==> src/rtl/pipeline_hazard_ctrl_if.sv <==
// ---------------------------------------------------------------------------
// pipeline_hazard_ctrl_if
// Bundles the hazard controller's pipeline-facing signals.
//   master : pipeline side, drives the ID/EX observations and receives
//            the stall/flush/redirect controls.
//   slave  : hazard controller side.
// Signals:
//   id_instr        instruction currently held in IF/ID
//   ex_memread      EX-stage instruction is a load
//   ex_rt           destination register of the EX-stage load
//   ex_branch_taken branch resolved taken in EX
//   pc_write        PC register update enable
//   ifid_write      IF/ID register update enable
//   ifid_flush      zero IF/ID on next edge
//   idex_bubble     zero ID/EX control signals on next edge
//   redirect_sel    next-PC select (00 PC+4, 01 jump, 10 branch)
//   md_start        mult/div issue pulse
//   md_busy         mult/div result not yet valid
//   hazard_state    current action (0 RUN, 1 LU_STALL, 2 MD_STALL, 3 FLUSH)
//   stall_cycles    saturating count of cycles with pc_write low
// ---------------------------------------------------------------------------
interface pipeline_hazard_ctrl_if #(
  parameter int STALL_CNT_W = 16
);
  logic [31:0]            id_instr;
  logic                   ex_memread;
  logic [4:0]             ex_rt;
  logic                   ex_branch_taken;
  logic                   pc_write;
  logic                   ifid_write;
  logic                   ifid_flush;
  logic                   idex_bubble;
  logic [1:0]             redirect_sel;
  logic                   md_start;
  logic                   md_busy;
  logic [1:0]             hazard_state;
  logic [STALL_CNT_W-1:0] stall_cycles;

  modport master (
    output id_instr, ex_memread, ex_rt, ex_branch_taken,
    input  pc_write, ifid_write, ifid_flush, idex_bubble, redirect_sel,
           md_start, md_busy, hazard_state, stall_cycles
  );

  modport slave (
    input  id_instr, ex_memread, ex_rt, ex_branch_taken,
    output pc_write, ifid_write, ifid_flush, idex_bubble, redirect_sel,
           md_start, md_busy, hazard_state, stall_cycles
  );
endinterface

==> src/rtl/pipeline_hazard_ctrl.sv <==
// ---------------------------------------------------------------------------
// pipeline_hazard_ctrl
// Stall/flush scheduler for the 5-stage pipeline. Decodes the ID-stage
// instruction against EX-stage state, arbitrates branch redirect, jump
// redirect, load-use stall and mult/div busy stall, sequences the mult/div
// unit and keeps a saturating count of stalled cycles.
// Ports:
//   clk    rising-edge clock
//   rst_n  asynchronous active-low reset
//   hz     pipeline_hazard_ctrl_if.slave (see interface for signal list)
// Control outputs are combinational in the same cycle as their cause;
// only the mult/div countdown and the stall counter are registered.
// ---------------------------------------------------------------------------
module pipeline_hazard_ctrl #(
  parameter int MD_LATENCY  = 4,
  parameter int STALL_CNT_W = 16
) (
  input logic                   clk,
  input logic                   rst_n,
  pipeline_hazard_ctrl_if.slave hz
);

  typedef enum logic [1:0] {
    ACT_RUN   = 2'd0,
    ACT_LU    = 2'd1,
    ACT_MD    = 2'd2,
    ACT_FLUSH = 2'd3
  } action_e;

  localparam logic [3:0] MD_LAT_C = 4'(MD_LATENCY);
  localparam logic [5:0] OP_SPECIAL = 6'd0;

  logic [5:0]             op_s;
  logic [5:0]             fn_s;
  logic [4:0]             rs_s;
  logic [4:0]             rt_s;
  logic                   nop_s;
  logic                   is_jump_s;
  logic                   is_mdop_s;
  logic                   is_hilo_rd_s;
  logic                   rt_src_s;
  logic                   lu_s;
  logic                   md_hz_s;
  logic                   unused_instr_s;

  logic [3:0]             md_cnt_r;
  logic [STALL_CNT_W-1:0] stall_cnt_r;

  action_e                action_s;
  logic                   pc_write_s;
  logic                   ifid_write_s;
  logic                   ifid_flush_s;
  logic                   idex_bubble_s;
  logic [1:0]             redirect_sel_s;
  logic                   md_start_s;

  assign op_s           = hz.id_instr[31:26];
  assign fn_s           = hz.id_instr[5:0];
  assign rs_s           = hz.id_instr[25:21];
  assign rt_s           = hz.id_instr[20:16];
  assign unused_instr_s = ^hz.id_instr[15:6];

  // Instruction class decode; an all-zero word is a NOP and decodes as nothing.
  always_comb begin
    nop_s        = (hz.id_instr == 32'd0);
    is_jump_s    = 1'b0;
    is_mdop_s    = 1'b0;
    is_hilo_rd_s = 1'b0;
    rt_src_s     = 1'b0;
    if (!nop_s) begin
      is_jump_s    = (op_s == 6'd2) || (op_s == 6'd3) ||
                     ((op_s == OP_SPECIAL) && (fn_s == 6'h08));
      is_mdop_s    = (op_s == OP_SPECIAL) && (fn_s[5:2] == 4'b0110);
      is_hilo_rd_s = (op_s == OP_SPECIAL) &&
                     ((fn_s == 6'h10) || (fn_s == 6'h12));
      rt_src_s     = (op_s == 6'd0) || (op_s == 6'd4) ||
                     (op_s == 6'd5) || (op_s == 6'd43);
    end else begin
      is_jump_s    = 1'b0;
    end
  end

  // Hazard detection against EX-stage load and the mult/div countdown.
  always_comb begin
    lu_s    = 1'b0;
    md_hz_s = 1'b0;
    if (!nop_s) begin
      lu_s    = hz.ex_memread && (hz.ex_rt != 5'd0) &&
                ((hz.ex_rt == rs_s) || (rt_src_s && (hz.ex_rt == rt_s)));
      md_hz_s = (md_cnt_r != 4'd0) && (is_mdop_s || is_hilo_rd_s);
    end else begin
      lu_s    = 1'b0;
    end
  end

  // Priority arbitration: branch > load-use > mult/div > jump > run.
  // While rst_n is low the pipeline is held and IF/ID, ID/EX are cleared.
  always_comb begin
    action_s       = ACT_RUN;
    pc_write_s     = 1'b1;
    ifid_write_s   = 1'b1;
    ifid_flush_s   = 1'b0;
    idex_bubble_s  = 1'b0;
    redirect_sel_s = 2'b00;
    md_start_s     = 1'b0;
    if (!rst_n) begin
      action_s      = ACT_RUN;
      pc_write_s    = 1'b0;
      ifid_write_s  = 1'b0;
      ifid_flush_s  = 1'b1;
      idex_bubble_s = 1'b1;
    end else if (hz.ex_branch_taken) begin
      action_s       = ACT_FLUSH;
      ifid_flush_s   = 1'b1;
      idex_bubble_s  = 1'b1;
      redirect_sel_s = 2'b10;
    end else if (lu_s || md_hz_s) begin
      // A jr on the loaded register lands here before it can redirect.
      action_s      = lu_s ? ACT_LU : ACT_MD;
      pc_write_s    = 1'b0;
      ifid_write_s  = 1'b0;
      idex_bubble_s = 1'b1;
    end else if (is_jump_s) begin
      action_s       = ACT_FLUSH;
      ifid_flush_s   = 1'b1;
      redirect_sel_s = 2'b01;
    end else begin
      action_s   = ACT_RUN;
      md_start_s = is_mdop_s;
    end
  end

  // Mult/div busy countdown; a branch flush does not cancel a started op.
  always_ff @(posedge clk or negedge rst_n) begin
    if (!rst_n) begin
      md_cnt_r <= 4'd0;
    end else if (md_start_s) begin
      md_cnt_r <= MD_LAT_C;
    end else if (md_cnt_r != 4'd0) begin
      md_cnt_r <= md_cnt_r - 4'd1;
    end else begin
      md_cnt_r <= 4'd0;
    end
  end

  // Saturating count of cycles in which the PC was held.
  always_ff @(posedge clk or negedge rst_n) begin
    if (!rst_n) begin
      stall_cnt_r <= {STALL_CNT_W{1'b0}};
    end else if (!pc_write_s && (stall_cnt_r != {STALL_CNT_W{1'b1}})) begin
      stall_cnt_r <= stall_cnt_r + STALL_CNT_W'(1);
    end else begin
      stall_cnt_r <= stall_cnt_r;
    end
  end

  assign hz.pc_write     = pc_write_s;
  assign hz.ifid_write   = ifid_write_s;
  assign hz.ifid_flush   = ifid_flush_s;
  assign hz.idex_bubble  = idex_bubble_s;
  assign hz.redirect_sel = redirect_sel_s;
  assign hz.md_start     = md_start_s;
  assign hz.md_busy      = rst_n && (md_cnt_r != 4'd0);
  assign hz.hazard_state = action_s;
  assign hz.stall_cycles = stall_cnt_r;

endmodule

==> src/flat_wrapper.sv <==
// flat-port wrapper written by rule: the top's interface ports become plain ports
module pipeline_hazard_ctrl_flat 
#(
  parameter int MD_LATENCY  = 4,
  parameter int STALL_CNT_W = 16
)
  (clk, rst_n, hz_id_instr, hz_ex_memread, hz_ex_rt, hz_ex_branch_taken, hz_pc_write, hz_ifid_write, hz_ifid_flush, hz_idex_bubble, hz_redirect_sel, hz_md_start, hz_md_busy, hz_hazard_state, hz_stall_cycles);
  pipeline_hazard_ctrl_if #(.STALL_CNT_W(STALL_CNT_W)) hz_i ();
  input logic clk;
  input logic rst_n;
  input wire logic [$bits(hz_i.id_instr)-1:0] hz_id_instr;
  input wire logic [$bits(hz_i.ex_memread)-1:0] hz_ex_memread;
  input wire logic [$bits(hz_i.ex_rt)-1:0] hz_ex_rt;
  input wire logic [$bits(hz_i.ex_branch_taken)-1:0] hz_ex_branch_taken;
  output wire logic [$bits(hz_i.pc_write)-1:0] hz_pc_write;
  output wire logic [$bits(hz_i.ifid_write)-1:0] hz_ifid_write;
  output wire logic [$bits(hz_i.ifid_flush)-1:0] hz_ifid_flush;
  output wire logic [$bits(hz_i.idex_bubble)-1:0] hz_idex_bubble;
  output wire logic [$bits(hz_i.redirect_sel)-1:0] hz_redirect_sel;
  output wire logic [$bits(hz_i.md_start)-1:0] hz_md_start;
  output wire logic [$bits(hz_i.md_busy)-1:0] hz_md_busy;
  output wire logic [$bits(hz_i.hazard_state)-1:0] hz_hazard_state;
  output wire logic [$bits(hz_i.stall_cycles)-1:0] hz_stall_cycles;
  assign hz_i.id_instr = hz_id_instr;
  assign hz_i.ex_memread = hz_ex_memread;
  assign hz_i.ex_rt = hz_ex_rt;
  assign hz_i.ex_branch_taken = hz_ex_branch_taken;
  assign hz_pc_write = hz_i.pc_write;
  assign hz_ifid_write = hz_i.ifid_write;
  assign hz_ifid_flush = hz_i.ifid_flush;
  assign hz_idex_bubble = hz_i.idex_bubble;
  assign hz_redirect_sel = hz_i.redirect_sel;
  assign hz_md_start = hz_i.md_start;
  assign hz_md_busy = hz_i.md_busy;
  assign hz_hazard_state = hz_i.hazard_state;
  assign hz_stall_cycles = hz_i.stall_cycles;
  pipeline_hazard_ctrl #(.MD_LATENCY(MD_LATENCY), .STALL_CNT_W(STALL_CNT_W)) u_core (.clk(clk), .rst_n(rst_n), .hz(hz_i));
endmodule
==> config.mk <==
export PLATFORM = sky130hd
export DESIGN_NAME = pipeline_hazard_ctrl_flat
export DESIGN_NICKNAME = d
export VERILOG_FILES = /design/src/rtl/pipeline_hazard_ctrl_if.sv /design/src/rtl/pipeline_hazard_ctrl.sv /design/src/flat_wrapper.sv
export SDC_FILE = /design/constraint.sdc
export NUM_CORES = 1
export LEC_CHECK = 0
export BUFFER_PORTS_ARGS = -buffer_cell sky130_fd_sc_hd__buf_2
export CORE_ASPECT_RATIO = 0.8
export CORE_MARGIN = 5
export CORE_UTILIZATION = 30
export DETAILED_ROUTE_END_ITERATION = 10
export HOLD_SLACK_MARGIN = 0.06
export PLACE_DENSITY_LB_ADDON = 0.05
export SYNTH_ARGS = -nofsm -noshare
export SYNTH_HDL_FRONTEND = slang
export SYNTH_SLANG_ARGS = --single-unit
==> constraint.sdc <==
create_clock -name clk -period 6.9 [get_ports clk]
set_input_delay 1.38 -clock clk [delete_from_list [all_inputs] [get_ports clk]]
set_output_delay 1.38 -clock clk [all_outputs]
set_load 0.02 [all_outputs]
Word-level counts from Yosys, hierarchy flattened
Cells that the tools add are included.
{"block": "op_classes", "addsub": 2, "mux": 31, "reduce_logical": 23, "n_eq_ne": 12}
{"cell": "$logic_not 32->1", "n": 1}
{"cell": "$mux 1", "n": 21}
{"cell": "$add 16x1->16 const B", "n": 1}
{"cell": "$mux 2", "n": 8}
{"cell": "$ne 16x16->1 const B", "n": 1}
{"cell": "$eq 6x2->1 const B", "n": 2}
{"cell": "$eq 6x3->1 const B", "n": 2}
{"cell": "$eq 6x5->1 const B", "n": 2}
{"cell": "$eq 5x5->1", "n": 2}
{"cell": "$logic_and 1x1->1", "n": 9}
{"cell": "$logic_or 1x1->1", "n": 9}
{"cell": "$mux 4", "n": 2}
{"cell": "$eq 6x4->1 const B", "n": 1}
{"cell": "$eq 6x6->1 const B", "n": 1}
{"cell": "$logic_not 6->1", "n": 1}
{"cell": "$reduce_bool 5->1", "n": 1}
{"cell": "$eq 4x3->1 const B", "n": 1}
{"cell": "$reduce_bool 4->1", "n": 1}
{"cell": "$sub 4x1->4 const B", "n": 1}
{"cell": "$logic_not 1->1", "n": 1}
{"block": "word_totals", "output_inout_bits": 26, "wordCells": 70, "inputBits": 41, "reg_bits": 20}

Longest topological paths before layout
{"block": "logic_depth", "ltp_word": 15, "depth_mapped": 9, "depth_no_buf": 8}

Least setup slack after synthesis
No wires, ideal clock.
{"block": "synth_path", "path_kind": "input to output", "from": "in hz_id_instr[27]", "to": "out hz_pc_write", "stages": 6, "slack_ps": 2101, "arrival_time_ps": 3419, "path_buffers": 1, "cell_sequence": "or4_1 > a2111o_1 > and2_1 > nor3_2 > a21boi_0 > buf_4"}
{"block": "synth_between", "elab_chain_len": 13, "word_cells_on_any_way": 24}
{"element": "start, declared", "line_no": "flat_wrapper.sv:11", "text": "input wire logic [$bits(hz_i.id_instr)-1:0] hz_id_instr;"}
{"element": "$eq 6x3->1 / $logic_not 6->1 (equally long branches)", "line_no": "pipeline_hazard_ctrl.sv:76, pipeline_hazard_ctrl.sv:73, pipeline_hazard_ctrl.sv:74"}
{"element": "$logic_or 1x1->1 (2 in a row)", "line_no": "pipeline_hazard_ctrl.sv:76", "text": "rt_src_s = (op_s == 6'd0) || (op_s == 6'd4) ||"}
{"element": "$logic_or 1x1->1", "line_no": "pipeline_hazard_ctrl.sv:77", "text": "(op_s == 6'd5) || (op_s == 6'd43);"}
{"element": "$mux 1", "line_no": "pipeline_hazard_ctrl.sv:70", "text": "if (!nop_s) begin"}
{"element": "$logic_and 1x1->1", "line_no": "pipeline_hazard_ctrl.sv:89", "text": "((hz.ex_rt == rs_s) || (rt_src_s && (hz.ex_rt == rt_s)));"}
{"element": "$logic_or 1x1->1", "line_no": "pipeline_hazard_ctrl.sv:89"}
{"element": "$logic_and 1x1->1", "line_no": "pipeline_hazard_ctrl.sv:88", "text": "lu_s = hz.ex_memread && (hz.ex_rt != 5'd0) &&"}
{"element": "$mux 1", "line_no": "pipeline_hazard_ctrl.sv:87", "text": "if (!nop_s) begin"}
{"element": "$logic_or 1x1->1 (*)", "line_no": "pipeline_hazard_ctrl.sv:117", "text": "end else if (lu_s || md_hz_s) begin"}
{"element": "$mux 1 (*) (3 in a row)"}
{"element": "end, declared", "line_no": "flat_wrapper.sv:15", "text": "output wire logic [$bits(hz_i.pc_write)-1:0] hz_pc_write;"}
Every way passes the cells marked *; elsewhere a longest branch is shown, timed or not.

Worst setup path in the final report
{"block": "layout_path", "from": "in hz_id_instr[26]", "to": "out hz_pc_write"}
{"block": "layout_between", "elab_chain_len": 13, "word_cells_on_any_way": 24}
{"element": "$eq 6x3->1 / $logic_not 6->1 (equally long branches)", "line_no": "pipeline_hazard_ctrl.sv:76, pipeline_hazard_ctrl.sv:73, pipeline_hazard_ctrl.sv:74"}
{"element": "$logic_or 1x1->1 (2 in a row)", "line_no": "pipeline_hazard_ctrl.sv:76"}
{"element": "$logic_or 1x1->1", "line_no": "pipeline_hazard_ctrl.sv:77"}
{"element": "$mux 1", "line_no": "pipeline_hazard_ctrl.sv:70"}
{"element": "$logic_and 1x1->1", "line_no": "pipeline_hazard_ctrl.sv:89"}
{"element": "$logic_or 1x1->1", "line_no": "pipeline_hazard_ctrl.sv:89"}
{"element": "$logic_and 1x1->1", "line_no": "pipeline_hazard_ctrl.sv:88"}
{"element": "$mux 1", "line_no": "pipeline_hazard_ctrl.sv:87"}
{"element": "$logic_or 1x1->1 (*)", "line_no": "pipeline_hazard_ctrl.sv:117"}
{"element": "$mux 1 (*)", "line_no": "pipeline_hazard_ctrl.sv:117"}
{"element": "$mux 1 (*)", "line_no": "pipeline_hazard_ctrl.sv:112", "text": "end else if (hz.ex_branch_taken) begin"}
{"element": "$mux 1 (*)", "line_no": "pipeline_hazard_ctrl.sv:106", "text": "if (!rst_n) begin"}
Marked as above.

==> qor.txt <==
==========================================================================================
Worst path arrival time                                                            3.52 ns
1st-iter DRT viols                                                                      98
Worst voltage drop across the vdd grid                                           0.1077 mV
CP max-delay cell                                                                 a2111o_1
Count of cells resized by post-cts repair                                                0
Number of synthesized register bits                                                     20
Initial Utilization                                                                 31.39%
Die outline area                                                                 6338 um^2
Final hold slack                                                                 0.4600 ns
Routed wire length                                                                 4227 um
Largest stage delay on the critical path                                           0.51 ns
Final Max Slew Viols                                                                     0
Synth Area per Inst                                                             9.015 um^2
Power, Total                                                                   0.0005191 W
Post-detailed-placement cell area                                                1846 um^2
Post-Syn Instances                                                                     161
Netlist Area Pre-Place                                                           1451 um^2
Via count of the first global-routing pass                                           1,467
Outcome                                                                       finished clean
Skew-Pair Late Insertion Delay                                                     0.26 ns
Buf+Inv Stages, Crit Path                                                                2
Floorplan die width                                                               87.77 um
Setup Skew                                                                     0.001652 ns
Critical Path Most Common Cell                                                       buf_2
CTS HTree Levels                                                                         1
Kind of launch point of the worst setup path                                  primary input
Area Overhead vs Synth                                                              32.07%
Boundary pin count                                                                      67
Antenna-violating nets left                                                              0
Via count of the routed design                                                       1,490
Hold Crit Endpoint                                                            u_core.md_cnt_r[0]$_DFF_PN0_
Power per cell area                                                           270.8 nW/um^2
Reg2Reg Setup Slack                                                                4.58 ns
Relative slew slack                                                                 59.62%
Largest delay share family, worst path                                        simple AND/OR/NAND/NOR gates
Antenna diode instance count                                                             0
Overall Global Routing Usage                                                        13.83%
Startpoint-to-endpoint class of the critical path                                in -> out
DR WL/cell                                                                        14.63 um
Hold crit path type                                                             reg -> reg
Number of vias per cell                                                              5.156
Worst hold stages                                                                        1
Hold violation count in the final report                                                 0
Final HPWL DP                                                                      3486 um
Net Count, Synth                                                                       204
Fin area                                                                         1917 um^2
Distinct cells, synth                                                                   46
Clock transition at the registers of the reported paths                            0.07 ns
Measured slew at the worst slew-check pin                                        0.6044 ns
Number of warnings issued by yosys                                                       0
Number of maximum-capacitance violations                                                 0
Pin count of the biggest net entering global routing                                    27
Fmax                                                                             204.0 MHz
Number of buffer cells added on primary ports                                           66
Capture point of the worst reg-to-reg path                                    u_core.hz.stall_cycles[1]$_DFFE_PN0P_
CP Cell Sequence                                                              buf_2 > nor2b_1 > or4_1 > a2111o_1 > and2_1 > nor3_2 > a21boi_0 > buf_2
Ratio of final minimum period to clock period                                       71.03%
Main flop type after synthesis                                                     dfrtp_1
Xor and xnor area share after synthesis                                             14.48%
Depth of the worst register-to-register path                                             8
Number of iterations in the first detailed-routing pass                                  4
Complex-gate fraction of the synthesized area                                       16.47%
Max FO, Critical Path                                                                    7
Core area                                                                        4624 um^2
Synthesized-area fraction occupied by and/or/nand/nor cells                         29.48%
DRC Markers                                                                              0
Required @ worst endpoint                                                          5.52 ns
Number of buffers inserted by hold repair at cts                                         0
Launch instance of the worst register-to-register path                        u_core.md_cnt_r[0]$_DFF_PN0_
Clock Root Buffer                                                                 clkbuf_8
Share of post-route cells with drive strength above 1                               36.24%
Count of flip-flops with a built-in enable after synthesis                               0
Sequential fraction of the synthesis area                                           34.48%
Clock sinks                                                                             20
Hold path startpoint                                                          u_core.md_cnt_r[0]$_DFF_PN0_
Die height                                                                        72.21 um
Number of standard-cell rows in the floorplan                                           22
Grt ovf                                                                                  0
Number of setup violations in the final report                                           0
Kind of end point of the critical path                                          output pin
Fraction of synthesized area in multiplexers                                        1.034%
Number of buffers on the longest clock path                                              2
Clock tree from TritonCTS                                                             done
Number of antenna violations at the first check in global routing                        0
Accumulated negative setup slack                                                      0 ns
Post-CTS Setup Repair Bufs                                                               0
Layout net count                                                                       273
Static leakage power                                                             0.8476 nW
Share of synthesized cell area in full adder, half adder and majority cells         1.724%
Global-route wire length before repair                                             7024 um
Dominant combinational cell family by area after synthesis                    simple AND/OR/NAND/NOR gates
RSZ-0062 raised after global routing                                                    no
CTS buffer count                                                                         3
GP Congestion                                                                       0.8930
Post-route minimum period                                                         4.901 ns
Async set-reset flop share out of synthesis                                         100.0%
==========================================================================================
[worst max path at each step]
stage	slack [ns]	end	start	cells past startpoint
2_1_floorplan	2.10	hz_pc_write	hz_id_instr[27]	6
3_3_place_gp	2.09	hz_pc_write	hz_id_instr[26]	8
3_5_place_dp	2.05	hz_pc_write	hz_id_instr[26]	8
4_1_cts	2.01	hz_pc_write	hz_id_instr[26]	8
5_1_grt	1.90	hz_pc_write	hz_id_instr[26]	8
6_report	2.00	hz_pc_write	hz_id_instr[26]	8
[final cells by class]
cell class	instances	area (um^2)
sequential	20	500.5
tap	60	75.07
fill	470	2708
timing repair buffer	66	330.3
clock buffer	3	41.29
multi-input combinational	133	917.1
inverter	6	22.52
clock inverter	1	30.03
[cell usage after synthesis, types with 3 or more instances]
cell      count  share of area (%)
a21boi_0      3                1.6
nor2_1        9                2.3
or3_1         3                1.3
a21oi_1       7                2.4
or2_2         5                2.2
a2111o_1      3                2.3
xor2_1       13                7.8
o21ai_0       4                1.4
nand3_1       9                3.1
xnor2_1      11                6.6
inv_1         6                1.6
nor4_1        7                3.0
dfrtp_1      20                 34
nand4_1       8                3.4
nand2_1       9                2.3
nor3_1        5                1.7
[cell families (layout without fill, tap and decap cells)]
family / Yosys count / count (layout)
compound gates: 32 / 32
xor+xnor: 24 / 24
fa+ha+maj: 2 / 2
buf+inv: 8 / 76
flops: 20 / 20
mux: 1 / 1
simple gates: 74 / 74
[metal layers]
layer / track usage [%] / share of wire, % / vias up
li1: - / - / 738
met1: 19.26 / 46 / 711
met2: 22.16 / 48 / 37
met3: 3.065 / 5.1 / 4
met4: 2.555 / 0.64 / 0
met5: 0 / 0 / -
[power by group]
part,switching (W),internal (W),total (W)
logic,0.000110,0.0000854,0.000196
registers,0.0000490,0.000157,0.000206
clock network,0.0000400,0.0000775,0.000117
total,0.000199,0.000320,0.000519
[through the flow]
step           std cells  util, %  setup slack [ns]
2_1_floorplan        161        -             2.101
3_3_place_gp         285    39.91             2.089
3_5_place_dp         285    39.91             2.046
4_1_cts              289    41.45             2.005
5_1_grt              289    41.45             1.896
6_report             289    41.45             1.999
[state kept, by name, summed over array words and instances (netlist names)]
register and flops:
u_core.hz.stall_cycles 16, u_core.md_cnt_r 4
[cell usage in the layout, fill, tap and decap left out, types with 4 or more instances in the layout]
master    n
inv_1     6
nor4_1    7
xnor2_1  11
nand3_1   9
nand4_1   8
dfrtp_1  20
nor2_1    9
nor3_1    5
a21oi_1   7
xor2_1   13
or2_2     5
nand2_1   9
o21ai_0   4
buf_2    66
[worst reg2reg max path: stages, from the launching register on]
cell and delay, ns:
dfrtp_1 0.40, inv_1 0.06, ha_1 0.19, nor3b_1 0.53, a21o_1 0.16, o31a_2 0.20
or2_2 0.21, and2_4 0.17, mux2_4 0.29
Power figures use the tool's default switching activity.
